File: src/rtl/muu_value_set512_pkg.sv
// Shared definitions for the value-set (write) path: header layout, beat geometry, FSM states, status codes.
// Latency: n/a (types, constants and one helper function only).
// Backpressure: n/a.
package muu_value_set512_pkg;

    localparam int KEY_W          = 128;
    localparam int HDR_W          = 42;
    localparam int META_W         = 96;
    localparam int MEM_W          = 512;
    localparam int MAX_LEN_WORDS  = 1023;

    // Header field offsets (within the header slice of the request)
    localparam int ADDR_OFS       = 0;
    localparam int ADDR_W         = 32;
    localparam int LEN_OFS        = 32;
    localparam int LEN_W          = 10;

    // Beat geometry: 512-bit beat = 8 lanes of 64-bit words
    localparam int WORDS_PER_BEAT = 8;
    localparam int LANE_W         = 64;
    localparam int BEAT_CNT_W     = 8;

    typedef enum logic [2:0] {
        ST_IDLE  = 3'd0,
        ST_CMD   = 3'd1,
        ST_DATA  = 3'd2,
        ST_DRAIN = 3'd3,
        ST_CPL   = 3'd4
    } state_t;

    typedef enum logic [1:0] {
        STATUS_OK      = 2'd0,
        STATUS_REJECT  = 2'd1,
        STATUS_LEN_ERR = 2'd2
    } status_t;

    // ceil(len / 8) in 11-bit arithmetic; 1023 words -> 128 beats, so 8 bits always suffice
    function automatic logic [BEAT_CNT_W-1:0] beat_count(input logic [LEN_W-1:0] len);
        logic [LEN_W:0] sum;
        sum = {1'b0, len} + 11'd7;
        return sum[LEN_W:3];
    endfunction

endpackage

File: src/rtl/muu_beat_mask512.sv
// Zeroes the 64-bit lanes at index >= (len mod 8) on the final beat of a value.
// Latency: purely combinational, 0 cycles.
// Backpressure: none; follows whatever beat is presented.
module muu_beat_mask512
    import muu_value_set512_pkg::*;
(
    input  logic [MEM_W-1:0] beat_in,
    input  logic [2:0]       len_mod,
    input  logic             final_beat,
    output logic [MEM_W-1:0] beat_out
);

    // Lanes past the end of the value carry whatever the network sent; clear them
    always_comb begin
        beat_out = beat_in;
        if (final_beat && (len_mod != 3'd0)) begin
            for (int i = 0; i < WORDS_PER_BEAT; i++) begin
                if (3'(i) >= len_mod) begin
                    beat_out[i*LANE_W +: LANE_W] = '0;
                end
            end
        end
    end

endmodule

File: src/rtl/muu_value_set512.sv
// Write-side value path: request -> one memory write command + value beats -> completion {meta, status}.
// Latency: command 1 cycle after request accept; each beat 1 cycle through a one-deep output register.
// Backpressure: wr_data_ready stalls value_ready with no bubble; cpl_ready holds off new requests.
// Optional build macro MUU_SET_LENCHECK_EN: check value_last against the computed beat count.
module muu_value_set512
    import muu_value_set512_pkg::*;
#(
    parameter int KEY_WIDTH    = KEY_W,
    parameter int HEADER_WIDTH = HDR_W,
    parameter int META_WIDTH   = META_W,
    parameter int MEMORY_WIDTH = MEM_W,
    parameter int MAX_LEN      = MAX_LEN_WORDS
) (
    input  logic                                      clk,
    input  logic                                      rst_n,
    input  logic [KEY_WIDTH+HEADER_WIDTH+META_WIDTH-1:0] input_data,
    input  logic                                      input_valid,
    output logic                                      input_ready,
    input  logic [MEMORY_WIDTH-1:0]                   value_data,
    input  logic                                      value_valid,
    input  logic                                      value_last,
    output logic                                      value_ready,
    output logic [31:0]                               wr_cmd_addr,
    output logic [9:0]                                wr_cmd_len,
    output logic                                      wr_cmd_valid,
    input  logic                                      wr_cmd_ready,
    output logic [MEMORY_WIDTH-1:0]                   wr_data,
    output logic                                      wr_data_valid,
    output logic                                      wr_data_last,
    input  logic                                      wr_data_ready,
    output logic [META_WIDTH+63:0]                    cpl_data,
    output logic                                      cpl_valid,
    input  logic                                      cpl_ready
);

    localparam int             HDR_OFS   = KEY_WIDTH + META_WIDTH;
    localparam logic [LEN_W:0] MAX_LEN_X = 11'(MAX_LEN);

    state_t                  state_q, state_d;
    logic [META_WIDTH-1:0]   meta_q;
    logic [ADDR_W-1:0]       addr_q;
    logic [LEN_W-1:0]        len_q;
    logic [BEAT_CNT_W-1:0]   beats_left_q;
    status_t                 status_q;
    logic                    pad_q, discard_q, wr_done_q;

    logic [META_WIDTH-1:0]   in_meta;
    logic [ADDR_W-1:0]       in_addr;
    logic [LEN_W-1:0]        in_len;
    logic                    in_reject;
    logic                    unused_key;

    logic                    in_fire, cmd_fire, val_fire, wr_fire, cpl_fire;
    logic                    slot_free, final_beat, take, pad_load, load, drain_take;
    logic                    early_last, miss_last, drop_last;
    logic                    discard_d, wr_done_d;
    logic [MEMORY_WIDTH-1:0] masked_beat, load_beat;

    // Request field extraction: {header, meta, key}; the key itself is not needed on the write path
    assign in_meta    = input_data[KEY_WIDTH +: META_WIDTH];
    assign in_addr    = input_data[HDR_OFS + ADDR_OFS +: ADDR_W];
    assign in_len     = input_data[HDR_OFS + LEN_OFS +: LEN_W];
    assign unused_key = ^input_data[KEY_WIDTH-1:0];
    assign in_reject  = (in_addr == '0) || ({1'b0, in_len} > MAX_LEN_X);

    assign in_fire    = input_valid & input_ready;
    assign cmd_fire   = wr_cmd_valid & wr_cmd_ready;
    assign val_fire   = value_valid & value_ready;
    assign wr_fire    = wr_data_valid & wr_data_ready;
    assign cpl_fire   = cpl_valid & cpl_ready;

    // Output register can take a beat when empty or draining this cycle
    assign slot_free  = ~wr_data_valid | wr_data_ready;
    assign final_beat = (beats_left_q == 8'd1);
    assign take       = val_fire & (state_q == ST_DATA) & ~discard_q;
    assign pad_load   = pad_q & slot_free & (beats_left_q != '0) & (state_q == ST_DATA);
    assign load       = take | pad_load;
    assign drain_take = val_fire & (state_q == ST_DRAIN);

`ifdef MUU_SET_LENCHECK_EN
    assign early_last = take & value_last & ~final_beat;
    assign miss_last  = take & final_beat & ~value_last;
    assign drop_last  = discard_q & val_fire & value_last;
`else
    logic unused_last;
    assign unused_last = value_last;
    assign early_last  = 1'b0;
    assign miss_last   = 1'b0;
    assign drop_last   = 1'b0;
`endif

    assign discard_d = (discard_q & ~drop_last) | miss_last;
    assign wr_done_d = wr_done_q | (wr_fire & wr_data_last);

    muu_beat_mask512 u_mask (
        .beat_in    (value_data),
        .len_mod    (len_q[2:0]),
        .final_beat (final_beat),
        .beat_out   (masked_beat)
    );

    // Padded beats after an early value_last are all-zero
    assign load_beat = pad_load ? '0 : masked_beat;

    // Value beats are consumed only in DATA (into the output register, or discarded) and DRAIN
    always_comb begin
        value_ready = 1'b0;
        case (state_q)
            ST_DATA:  value_ready = (slot_free & (beats_left_q != '0) & ~pad_q) | discard_q;
            ST_DRAIN: value_ready = 1'b1;
            default:  value_ready = 1'b0;
        endcase
    end

    // FSM state register
    always_ff @(posedge clk or negedge rst_n) begin
        if (!rst_n) begin
            state_q <= ST_IDLE;
        end else begin
            state_q <= state_d;
        end
    end

    // FSM next-state: one command + data phase per request, or drain for rejected ones
    always_comb begin
        state_d = state_q;
        case (state_q)
            ST_IDLE: begin
                if (in_fire) begin
                    if (in_len == '0)   state_d = ST_CPL;
                    else if (in_reject) state_d = ST_DRAIN;
                    else                state_d = ST_CMD;
                end
            end
            ST_CMD: begin
                if (cmd_fire) state_d = ST_DATA;
            end
            ST_DATA: begin
                if (wr_done_d && !discard_d) state_d = ST_CPL;
            end
            ST_DRAIN: begin
                if (drain_take && final_beat) state_d = ST_CPL;
            end
            ST_CPL: begin
                if (cpl_fire) state_d = ST_IDLE;
            end
            default: state_d = ST_IDLE;
        endcase
    end

    // Handshake outputs are registered images of the next state
    always_ff @(posedge clk or negedge rst_n) begin
        if (!rst_n) begin
            input_ready  <= 1'b0;
            wr_cmd_valid <= 1'b0;
            cpl_valid    <= 1'b0;
        end else begin
            input_ready  <= (state_d == ST_IDLE);
            wr_cmd_valid <= (state_d == ST_CMD);
            cpl_valid    <= (state_d == ST_CPL);
        end
    end

    // Request context, beat countdown and framing-error tracking
    always_ff @(posedge clk or negedge rst_n) begin
        if (!rst_n) begin
            meta_q       <= '0;
            addr_q       <= '0;
            len_q        <= '0;
            beats_left_q <= '0;
            status_q     <= STATUS_OK;
            pad_q        <= 1'b0;
            discard_q    <= 1'b0;
            wr_done_q    <= 1'b0;
        end else if (in_fire) begin
            meta_q       <= in_meta;
            addr_q       <= in_addr;
            len_q        <= in_len;
            // Count already tops out at 128 for a 10-bit length, which bounds the drain too
            beats_left_q <= beat_count(in_len);
            status_q     <= ((in_len != '0) && in_reject) ? STATUS_REJECT : STATUS_OK;
            pad_q        <= 1'b0;
            discard_q    <= 1'b0;
            wr_done_q    <= 1'b0;
        end else begin
            if (load || drain_take) beats_left_q <= beats_left_q - 8'd1;
            if (early_last)         pad_q        <= 1'b1;
            if (early_last || miss_last) status_q <= STATUS_LEN_ERR;
            discard_q <= discard_d;
            wr_done_q <= wr_done_d;
        end
    end

    // One-deep write-data register: refill in the same cycle memory takes the current beat
    always_ff @(posedge clk or negedge rst_n) begin
        if (!rst_n) begin
            wr_data       <= '0;
            wr_data_valid <= 1'b0;
            wr_data_last  <= 1'b0;
        end else if (load) begin
            wr_data       <= load_beat;
            wr_data_valid <= 1'b1;
            wr_data_last  <= final_beat;
        end else if (wr_fire) begin
            wr_data_valid <= 1'b0;
            wr_data_last  <= 1'b0;
        end
    end

    assign wr_cmd_addr = addr_q;
    assign wr_cmd_len  = len_q;
    assign cpl_data    = {meta_q, 22'h0, len_q, 14'h0, status_q, 16'hffff};

endmodule

File: config.mk
export PLATFORM = sky130hd
export DESIGN_NAME = muu_value_set512
export DESIGN_NICKNAME = d
export VERILOG_FILES = /design/src/rtl/muu_value_set512_pkg.sv /design/src/rtl/muu_beat_mask512.sv /design/src/rtl/muu_value_set512.sv
export SDC_FILE = /design/constraint.sdc
export NUM_CORES = 1
export LEC_CHECK = 0
export BUFFER_PORTS_ARGS = -buffer_cell sky130_fd_sc_hd__clkbuf_2
export CAP_MARGIN = 20
export CORE_AREA = 3 3 587 589
export DETAILED_ROUTE_END_ITERATION = 6
export DIE_AREA = 0 0 590 592
export PLACE_DENSITY = 0.3
export SLEW_MARGIN = 25
export SYNTH_ARGS = -nofsm -noshare
export SYNTH_HDL_FRONTEND = slang
export SYNTH_SLANG_ARGS = --single-unit
export TNS_END_PERCENT = 5
File: constraint.sdc
create_clock -name clk -period 2.8 [get_ports clk]
set_clock_uncertainty 0.2 [all_clocks]
set_input_delay 0.84 -clock clk [delete_from_list [all_inputs] [get_ports clk]]
set_output_delay 0.84 -clock clk [all_outputs]
set_load 0.02 [all_outputs]
==> impl_metrics.py, run 1 <==
metrics = {
    "global_routing": {
        "grt_start_max_net_pins": 71,
        "antenna_found_initial": 84,
        "grt_overflow": 0,
        "grt_pass1_vias": 26200,
        "grt_pass1_wl_um": 267000,
        "grt_usage": 0.115,
    },
    "clocking": {
        "cts_tree": "done",
        "clock_latency_ns": 0.77,
        "clock_path_buffers": 4,
        "cts_max_level": 3,
        "clk_pin_slew_ns": 0.06,
        "clock_sinks": 668,
        "clockRootBuffer": "clkbuf_16",
        "numCtsBuffers": 97,
    },
    "die": {
        "num_rows": 214,
        "die_w_um": 590,
        "ioPinCount": 1506,
        "initial_core_util": 0.0746,
        "die-area_mm2": 0.349,
        "fp.dieH_um": 592,
        "coreArea_mm2": 0.340,
    },
    "worst_hold_path": {
        "hold-path-cell-count": 2,
        "min_to": "wr_data[401]$_DFFE_PN0P_",
        "hp-start": "value_data[401]",
        "hold_class": "input port to flop",
    },
    "critical_path": {
        "r2r-end": "wr_data[333]$_DFFE_PN0P_",
        "reg2reg_slack_ns": 0.06,
        "reg2reg_depth": 9,
        "worstPathArrival_ns": 2.22,
        "end_kind": "primary output",
        "required_ns": 1.76,
        "criticalPathCategory": "flop to primary output",
        "r2r_start": "beats_left_q[0]$_DFFE_PN0P_",
        "path_max_fanout": 2,
        "critPathLaunchType": "flop",
    },
    "timing": {
        "timing.hold.ws_ns": 0.0762,
        "grt_setup_unrepaired": "yes",
        "layout_setup_ws_ns": -0.464,
        "finalSetupViolations": 1,
        "fin_crit_sh": 1.17,
        "period_needed_ns": 3.26,
        "worst_slew_pin_slew_ns": 0.745,
        "hold_viol": 0,
        "fin_setup_tns_ns": -0.464,
        "timing.fmax_mhz": 306,
        "slew_headroom": 0.499,
        "drv_slew": 0,
    },
    "routing": {
        "ant_nets": 0,
        "drt_iter0_markers": 1179,
        "vias": 24000,
        "dr.pass1.iters": 5,
        "routed_wirelength_um": 209000,
        "drc": 0,
        "wl_per_cell_um": 24.9,
        "viasPerCell": 2.86,
    },
    "run": {
        "maxCapViolCount": 0,
    },
    "layout": {
        "drive_above_1_share": 0.440,
        "fin_cells": 8414,
        "final_common_cell": "clkbuf_2",
        "mostFrequentLayoutCells": "1319 x clkbuf_2, 668 x dfrtp_1, 448 x a22o_1",
        "final_nets": 4585,
        "syn2layout_area_growth_pct": 81.0,
        "fin_util": 0.135,
    },
    "power_and_ir_drop": {
        "p_leak_uw": 0.0218,
        "power_density_mw_per_mm2": 1220,
        "vdd_drop_max_mv": 0.471,
    },
    "logic_synthesis": {
        "ys_seq_area_frac": 0.660,
        "ys_async_sr_fraction": 1.00,
        "syn_area_mm2": 0.0253,
        "synth.top_cell.area_share": 0.660,
        "post-synth-top-area-cell": "dfrtp_1",
        "synthTopCellsByArea": "dfrtp_1 66%, a22o_1 15%, nand2_1 6.2%, mux2_2 2.9%, buf_6 2.4%",
        "ys_ff_latch": 668,
        "yosysWarnings": 0,
        "synth_top_flop_cell": "dfrtp_1",
        "synth_edf_count": 0,
        "synth_cell_type_count": 51,
        "synthesis.instances": 1932,
        "synth.avg_cell_area_um2": 13.1,
    },
    "placed_design": {
        "post-dp-hpwl_um": 179000,
        "gp_congestion": 0.844,
        "dp_cells": 7787,
        "numPortBuffers": 1323,
        "dp_worst_setup_slack_ns": -0.0875,
    },
    "outcome": {
        "violations": "negative setup slack",
        "status": "finished with violations",
    },
}
## state kept, by name, summed over array words and instances (netlist names)
signal and flops:
wr_cmd_addr 32, beats_left_q 8, wr_data_valid 1, input_ready 1, wr_cmd_valid 1, cpl_valid 1
status_q 1, state_q 3, meta_q 96, wr_data_last 1, wr_done_q 1, wr_data 512
wr_cmd_len 10
## power breakdown
part	leakage [uW]	internal, uW	total [uW]	switching, uW
clock network	0.00151	7330	12400	5110
logic	0.0120	8800	26400	17600
registers	0.00832	14200	17200	2990
## cells by family after synthesis
kind of cell / share of synthesized area
DFF: 0.660
other: 0.000296
muxes: 0.0293
xor gates and xnor gates: 0.00242
adders and majority gates: 0.00148
buffers and inverters: 0.0593
AOI/OAI and AO/OA: 0.168
and+or+nand+nor: 0.0795
## worst max-delay path, stage by stage (launching register included)
cell and delay (ns):
dfrtp_1 0.40, inv_2 0.09, ha_4 0.12, or4b_4 0.47
o21ai_2 0.14, a21oi_2 0.07, clkbuf_8 0.16
## worst max path at each step
stage / from / end / slack, ns
after floorplan: wr_data_ready / value_ready / 0.28
after global placement: input_data[224] / wr_cmd_valid$_DFF_PN0_ / -0.08
after detailed placement: input_data[227] / status_q[0]$_DFFE_PN0P_ / -0.09
after CTS: beats_left_q[0]$_DFFE_PN0P_ / value_ready / -0.60
after global routing: beats_left_q[0]$_DFFE_PN0P_ / value_ready / -0.60
final: beats_left_q[0]$_DFFE_PN0P_ / value_ready / -0.46
## layer usage
layer  part of all wire  GRT usage  up-vias
li1                   -          -    10600
met1               0.36      0.121    11900
met2               0.44      0.182     1258
met3               0.16     0.0857      283
met4              0.029     0.0283        4
met5            0.00012          0        -
## through the flow
| stage | instance area, um2 | power [uW] |
|---|---|---|
| floorplan | 25500 | 29500 |
| global placement | 38100 | 43900 |
| detailed placement | 38100 | 43800 |
| CTS | 45700 | 57700 |
| global route | 45800 | 60100 |
| finish | 45900 | 56100 |
## cells in the mapped netlist (2+ instances only)
cell	n
nand2b_1	5
nor4_1	12
mux2_2	66
a31oi_2	3
nand3_1	6
nor2_1	10
xnor2_1	4
o211ai_1	4
ha_1	3
o32ai_1	2
or3_1	4
nand3b_1	2
o21ai_0	6
buf_2	31
o311ai_0	2
buf_6	55
nor3b_1	2
a21oi_1	9
and3_1	2
a21oi_2	2
dfrtp_1	668
a31oi_1	4
a22o_1	448
nand2_1	421
or2_2	2
buf_1	7
nand4_1	4
or4b_1	3
nor3_1	11
xor2_1	3
conb_1	2
o31ai_1	2
buf_4	72
inv_1	6
clkbuf_1	33
## final cells by class
| class | count | area, um2 |
|---|---|---|
| Clock inverter | 23 | 300 |
| Clock buffer | 143 | 2790 |
| Multi-Input combinational cell | 1110 | 7480 |
| Sequential cell | 668 | 16700 |
| Timing Repair Buffer | 1913 | 12800 |
| Inverter | 6 | 22.5 |
| Tap cell | 4536 | 5680 |
| Antenna cell | 15 | 37.5 |
| Fill cell | 38700 | 294000 |
## repair_timing
item	in CTS	in global routing
pin swaps	3	18
buffers inserted	4	2
endpoints found under the hold margin	456	0
hold buffers	440	0
gates resized for setup	10	25
endpoints found under the setup margin	3	95
No activity file was read; power rests on OpenSTA's default activity.
==> run 2: changes to the inputs <==
Settings changed: BUFFER_PORTS_ARGS -buffer_cell sky130_fd_sc_hd__clkbuf_2 to default, CORE_AREA 3 3 587 589 to 3 3 583 585, DIE_AREA 0 0 590 592 to 0 0 586 588, DONT_BUFFER_PORTS from default to 1.
==> impl_metrics.py, run 2 (synthesis results as in run 1) <==
metrics = {
    "critical_path": {
        "required_ns": 1.76,
        "end_kind": "primary output",
        "critPathLaunchType": "flop",
        "worstPathArrival_ns": 2.34,
        "path_max_fanout": 2,
        "criticalPathCategory": "flop to primary output",
    },
    "timing": {
        "grt_setup_unrepaired": "yes",
        "drv_slew": 0,
        "layout_setup_ws_ns": -0.576,
        "worst_slew_pin_slew_ns": 1.11,
        "period_needed_ns": 3.38,
        "timing.hold.ws_ns": 0.0615,
        "hold_viol": 0,
        "fin_setup_tns_ns": -0.780,
        "slew_headroom": 0.254,
        "finalSetupViolations": 19,
        "timing.fmax_mhz": 296,
        "fin_crit_sh": 1.21,
    },
    "clocking": {
        "clock_latency_ns": 0.79,
        "numCtsBuffers": 97,
        "clock_path_buffers": 4,
        "clockRootBuffer": "clkbuf_16",
        "clock_sinks": 668,
        "cts_max_level": 3,
        "cts_tree": "done",
        "clk_pin_slew_ns": 0.05,
    },
    "outcome": {
        "status": "finished with violations",
        "violations": "negative setup slack",
    },
    "die": {
        "die-area_mm2": 0.345,
        "die_w_um": 586,
        "coreArea_mm2": 0.336,
        "initial_core_util": 0.0754,
        "num_rows": 213,
        "fp.dieH_um": 588,
        "ioPinCount": 1506,
    },
    "power_and_ir_drop": {
        "combPwrFrac": 0.216,
        "power_frac_seq": 0.536,
        "p_clk_frac": 0.248,
        "power_switching_uw": 24800,
        "power_density_mw_per_mm2": 1270,
        "p_leak_uw": 0.0168,
        "swShare": 0.475,
        "vdd_drop_max_mv": 0.489,
        "power.internal_uw": 27400,
    },
    "routing": {
        "drt_iter0_markers": 1108,
        "vias": 20100,
        "wl_per_cell_um": 27.7,
        "viasPerCell": 2.80,
        "ant_nets": 0,
        "drc": 0,
        "routed_wirelength_um": 198000,
        "dr.pass1.iters": 7,
    },
    "global_routing": {
        "grt_overflow": 0,
        "grt_pass1_wl_um": 244000,
        "grt_start_max_net_pins": 149,
        "grt_usage": 0.109,
        "grt_pass1_vias": 21500,
        "antenna_found_initial": 123,
    },
    "layout": {
        "largest_reg_flops": 512,
        "regMostFlops": "wr_data",
        "final_common_cell": "dfrtp_1",
        "syn2layout_area_growth_pct": 61.7,
        "design_area_mm2": 0.0410,
        "fill_cells": 37900,
        "fin_cells": 7167,
        "mostFrequentLayoutCells": "664 x dfrtp_1, 643 x dlygate4sd3_1, 448 x a22o_1",
        "final_nets": 3433,
        "drive_above_1_share": 0.134,
    },
    "placed_design": {
        "post-dp-hpwl_um": 164000,
        "dpl_cell_area_mm2": 0.0308,
        "numPortBuffers": 0,
        "dp_cells": 6295,
        "gp_congestion": 0.881,
    },
    "worst_hold_path": {
        "hold_class": "input port to asynchronous set/reset pin",
    },
    "run": {
        "maxCapViolCount": 0,
    },
}
-- run 2: changes by cell type in the layout (fill, tap and decap cells not counted), moves of 11 or more --
| cell | change |
|---|---|
| diode_2 | +30 |
| clkbuf_1 | -11 |
| mux2_4 | -17 |
| buf_12 | -24 |
| buf_6 | +12 |
| buf_4 | -32 |
| mux2_2 | +17 |
| dlygate4sd3_1 | +203 |
| clkbuf_2 | -1318 |
-- run 2: through the flow --
step	utilization	power [uW]	setup slack (ns)
after global placement	0.0914	38600	-0.420
after CTS	0.121	53600	-0.695
after floorplan	-	29500	0.282
after global routing	0.122	55500	-0.725
final	0.122	52100	-0.576
after detailed placement	0.0918	38700	-0.424
-- run 2: what timing repair did --
action	4_1_cts	5_1_grt
cloned	2	2
hold endpoints to repair	779	12
resized for setup	27	13
buffers inserted	6	2
pin swaps	50	73
setup endpoints to repair	256	704
hold buffers	643	1
-- run 2: final timing paths --
| kind | from | end | slack, ns | cells after the start |
|---|---|---|---|---|
| worst max-delay path | beats_left_q[0]$_DFFE_PN0P_ | value_ready | -0.58 | 7 |
| worst min-delay path | rst_n | wr_data[343]$_DFFE_PN0P_ | 0.06 | 2 |
| worst max register to register | beats_left_q[0]$_DFFE_PN0P_ | wr_data[319]$_DFFE_PN0P_ | -0.02 | 9 |
| worst min register to register | wr_done_q$_DFF_PN0_ | wr_done_q$_DFF_PN0_ | 0.31 | 2 |
| max in group asynchronous | rst_n | wr_cmd_addr[31]$_DFFE_PN0P_ | 0.58 | 5 |
| min in group clk | wr_data_ready | wr_done_q$_DFF_PN0_ | 0.14 | 2 |
-- run 2: worst max-delay path, cell delays in order (launching register included) --
cell and delay [ns]:
dfrtp_1 0.40, inv_2 0.08, ha_4 0.13, or4b_4 0.46, buf_6 0.14, o21ai_4 0.11
a21oi_2 0.08, buf_6 0.14
-- run 2: layout make-up --
| cell class | instances | area [um2] | area share |
|---|---|---|---|
| timing repair buffer | 761 | 7930 | 0.194 |
| inverter | 6 | 22.5 | 0.000550 |
| antenna | 45 | 113 | 0.00275 |
| sequential | 668 | 16700 | 0.408 |
| clock inverter | 41 | 546 | 0.0133 |
| multi-input combinational | 1110 | 7420 | 0.181 |
| clock buffer | 129 | 2710 | 0.0661 |
| tap | 4407 | 5510 | 0.135 |
-- run 2: routing by layer --
layer	routed length [um]	share of wire	global-route usage	up-vias
met5	284	0.0014	0	-
met4	7840	0.040	0.0361	38
met3	34300	0.17	0.0831	362
met2	88200	0.44	0.174	1355
met1	67700	0.34	0.109	10000
li1	-	-	-	8307
-- run 2: power groups by stage --
stage / Sequential (uW) / Clock, uW / Combinational, uW
after CTS: 28500 / 13600 / 11500
after global placement: 28800 / 0 / 9770
final: 27900 / 12900 / 11300
after global routing: 29100 / 13900 / 12500
after detailed placement: 28600 / 0 / 10100
after floorplan: 22000 / 0 / 7470
==> run 3: changes to the inputs <==
Settings changed: CTS_BUF_LIST from default to sky130_fd_sc_hd__clkbuf_8.
==> impl_metrics.py, run 3 (synthesis results as in run 1) <==
metrics = {
    "run": {
        "maxCapViolCount": 0,
    },
    "timing": {
        "timing.hold.ws_ns": 0.205,
        "fin_crit_sh": 1.25,
        "period_needed_ns": 3.49,
        "slew_headroom": 0.395,
        "finalSetupViolations": 129,
        "timing.fmax_mhz": 286,
        "drv_slew": 0,
        "worst_slew_pin_slew_ns": 0.899,
        "grt_setup_unrepaired": "yes",
        "hold_viol": 0,
        "fin_setup_tns_ns": -7.40,
        "layout_setup_ws_ns": -0.694,
    },
    "die": {
        "initial_core_util": 0.0754,
        "num_rows": 213,
        "die-area_mm2": 0.345,
        "fp.dieH_um": 588,
        "die_w_um": 586,
        "coreArea_mm2": 0.336,
        "ioPinCount": 1506,
    },
    "global_routing": {
        "grt_pass1_vias": 22200,
        "grt_overflow": 0,
        "grt_pass1_wl_um": 248000,
        "grt_usage": 0.111,
        "grt_start_max_net_pins": 149,
        "antenna_found_initial": 138,
    },
    "routing": {
        "routed_wirelength_um": 202000,
        "wl_per_cell_um": 27.7,
        "drt_iter0_markers": 1099,
        "drc": 0,
        "vias": 20700,
        "viasPerCell": 2.84,
        "ant_nets": 0,
        "dr.pass1.iters": 5,
    },
    "layout": {
        "largest_reg_flops": 512,
        "seq_area_mm2": 0.0170,
        "regMostFlops": "wr_data",
        "drive_above_1_share": 0.230,
        "mostFrequentLayoutCells": "658 x dlygate4sd3_1, 450 x dfrtp_1, 448 x a22o_1",
        "final_nets": 3511,
        "fill_cells": 37900,
        "syn2layout_area_growth_pct": 63.8,
        "final_common_cell": "dlygate4sd3_1",
        "multi_input_area_mm2": 0.00742,
    },
    "critical_path": {
        "required_ns": 1.76,
        "worstPathArrival_ns": 2.45,
        "reg2reg_depth": 11,
        "end_kind": "primary output",
        "critPathLaunchType": "flop",
        "path_max_fanout": 2,
        "criticalPathCategory": "flop to primary output",
    },
    "worst_hold_path": {
        "hold_class": "input port to flop",
        "hold-path-cell-count": 2,
    },
    "clocking": {
        "cts_max_level": 4,
        "clock_path_buffers": 4,
        "clockRootBuffer": "clkbuf_8",
        "clock_latency_ns": 0.89,
        "cts_tree": "done",
        "numCtsBuffers": 146,
        "clock_sinks": 668,
        "clk_pin_slew_ns": 0.06,
    },
    "power_and_ir_drop": {
        "power_density_mw_per_mm2": 1250,
        "power.internal_uw": 26900,
        "power_switching_uw": 24900,
        "vdd_drop_max_mv": 0.458,
        "p_clk_frac": 0.228,
        "power_frac_seq": 0.547,
        "p_leak_uw": 0.0169,
        "combPwrFrac": 0.225,
        "swShare": 0.480,
    },
    "outcome": {
        "violations": "negative setup slack",
        "status": "finished with violations",
    },
    "placed_design": {
        "gp_congestion": 0.881,
        "post-dp-hpwl_um": 164000,
        "numPortBuffers": 0,
    },
}
run 3: path summary, 6_finish.rpt:
check                           slack, ns                     endpoint                        start
max in group asynchronous            0.24  wr_cmd_addr[31]$_DFFE_PN0P_                        rst_n
worst max register to register      -0.12     wr_data[290]$_DFFE_PN0P_  beats_left_q[0]$_DFFE_PN0P_
worst min-delay path                 0.20          wr_done_q$_DFF_PN0_                  input_valid
min in group asynchronous            0.58     wr_data[360]$_DFFE_PN0P_                        rst_n
worst min register to register       0.31          wr_done_q$_DFF_PN0_          wr_done_q$_DFF_PN0_
worst max-delay path                -0.69                  value_ready  beats_left_q[0]$_DFFE_PN0P_
run 3: worst max-delay path, cell delays in order (launching register included):
cell     delay (ns)
dfrtp_1        0.40
inv_2          0.08
ha_4           0.13
or4b_4         0.47
buf_6          0.14
o21ai_4        0.11
a21oi_2        0.08
buf_6          0.14
run 3: layer usage:
| layer | part of all wire | track usage | vias up |
|---|---|---|---|
| li1 | - | - | 8496 |
| met1 | 0.33 | 0.108 | 10300 |
| met2 | 0.45 | 0.177 | 1410 |
| met3 | 0.18 | 0.0875 | 411 |
| met4 | 0.039 | 0.0377 | 42 |
| met5 | 0.0015 | 0 | - |
run 3: area by class of cell:
| cell class | instances | area share |
|---|---|---|
| multi-input cells | 1110 | 0.179 |
| inverters | 6 | 0.000543 |
| clock buffers | 174 | 0.0577 |
| repair buffers | 790 | 0.201 |
| flip-flops and latches | 668 | 0.410 |
| well taps | 4407 | 0.133 |
| diodes | 62 | 0.00374 |
| clock inverters | 70 | 0.0149 |
run 3: power by group through the flow:
stage                     clock [uW]  combinational (uW)  sequential [uW]
final                          11800               11700            28300
after global routing           12900               12900            29600
after CTS                      12600               11900            28900
after detailed placement           0               10100            28600
after global placement             0                9770            28800
after floorplan                    0                7470            22000
run 3: what timing repair did:
action,4_1_cts,5_1_grt
setup endpoints to repair,551,538
endpoints found under the hold margin,800,0
hold buffers,658,0
setup buffers,17,1
gates resized for setup,269,9
pin swaps,52,76
cloned,6,3
run 3: stage by stage:
stage	cell area (um2)	power [uW]	util	std cells	setup WS (ns)
2_1_floorplan	25500	29500	-	1983	0.282
3_3_place_gp	30700	38600	0.0914	6290	-0.420
3_5_place_dp	30800	38700	0.0918	6295	-0.424
4_1_cts	41200	53400	0.123	7220	-0.896
5_1_grt	41500	55400	0.123	7270	-0.914
6_report	41500	51900	0.124	7287	-0.694
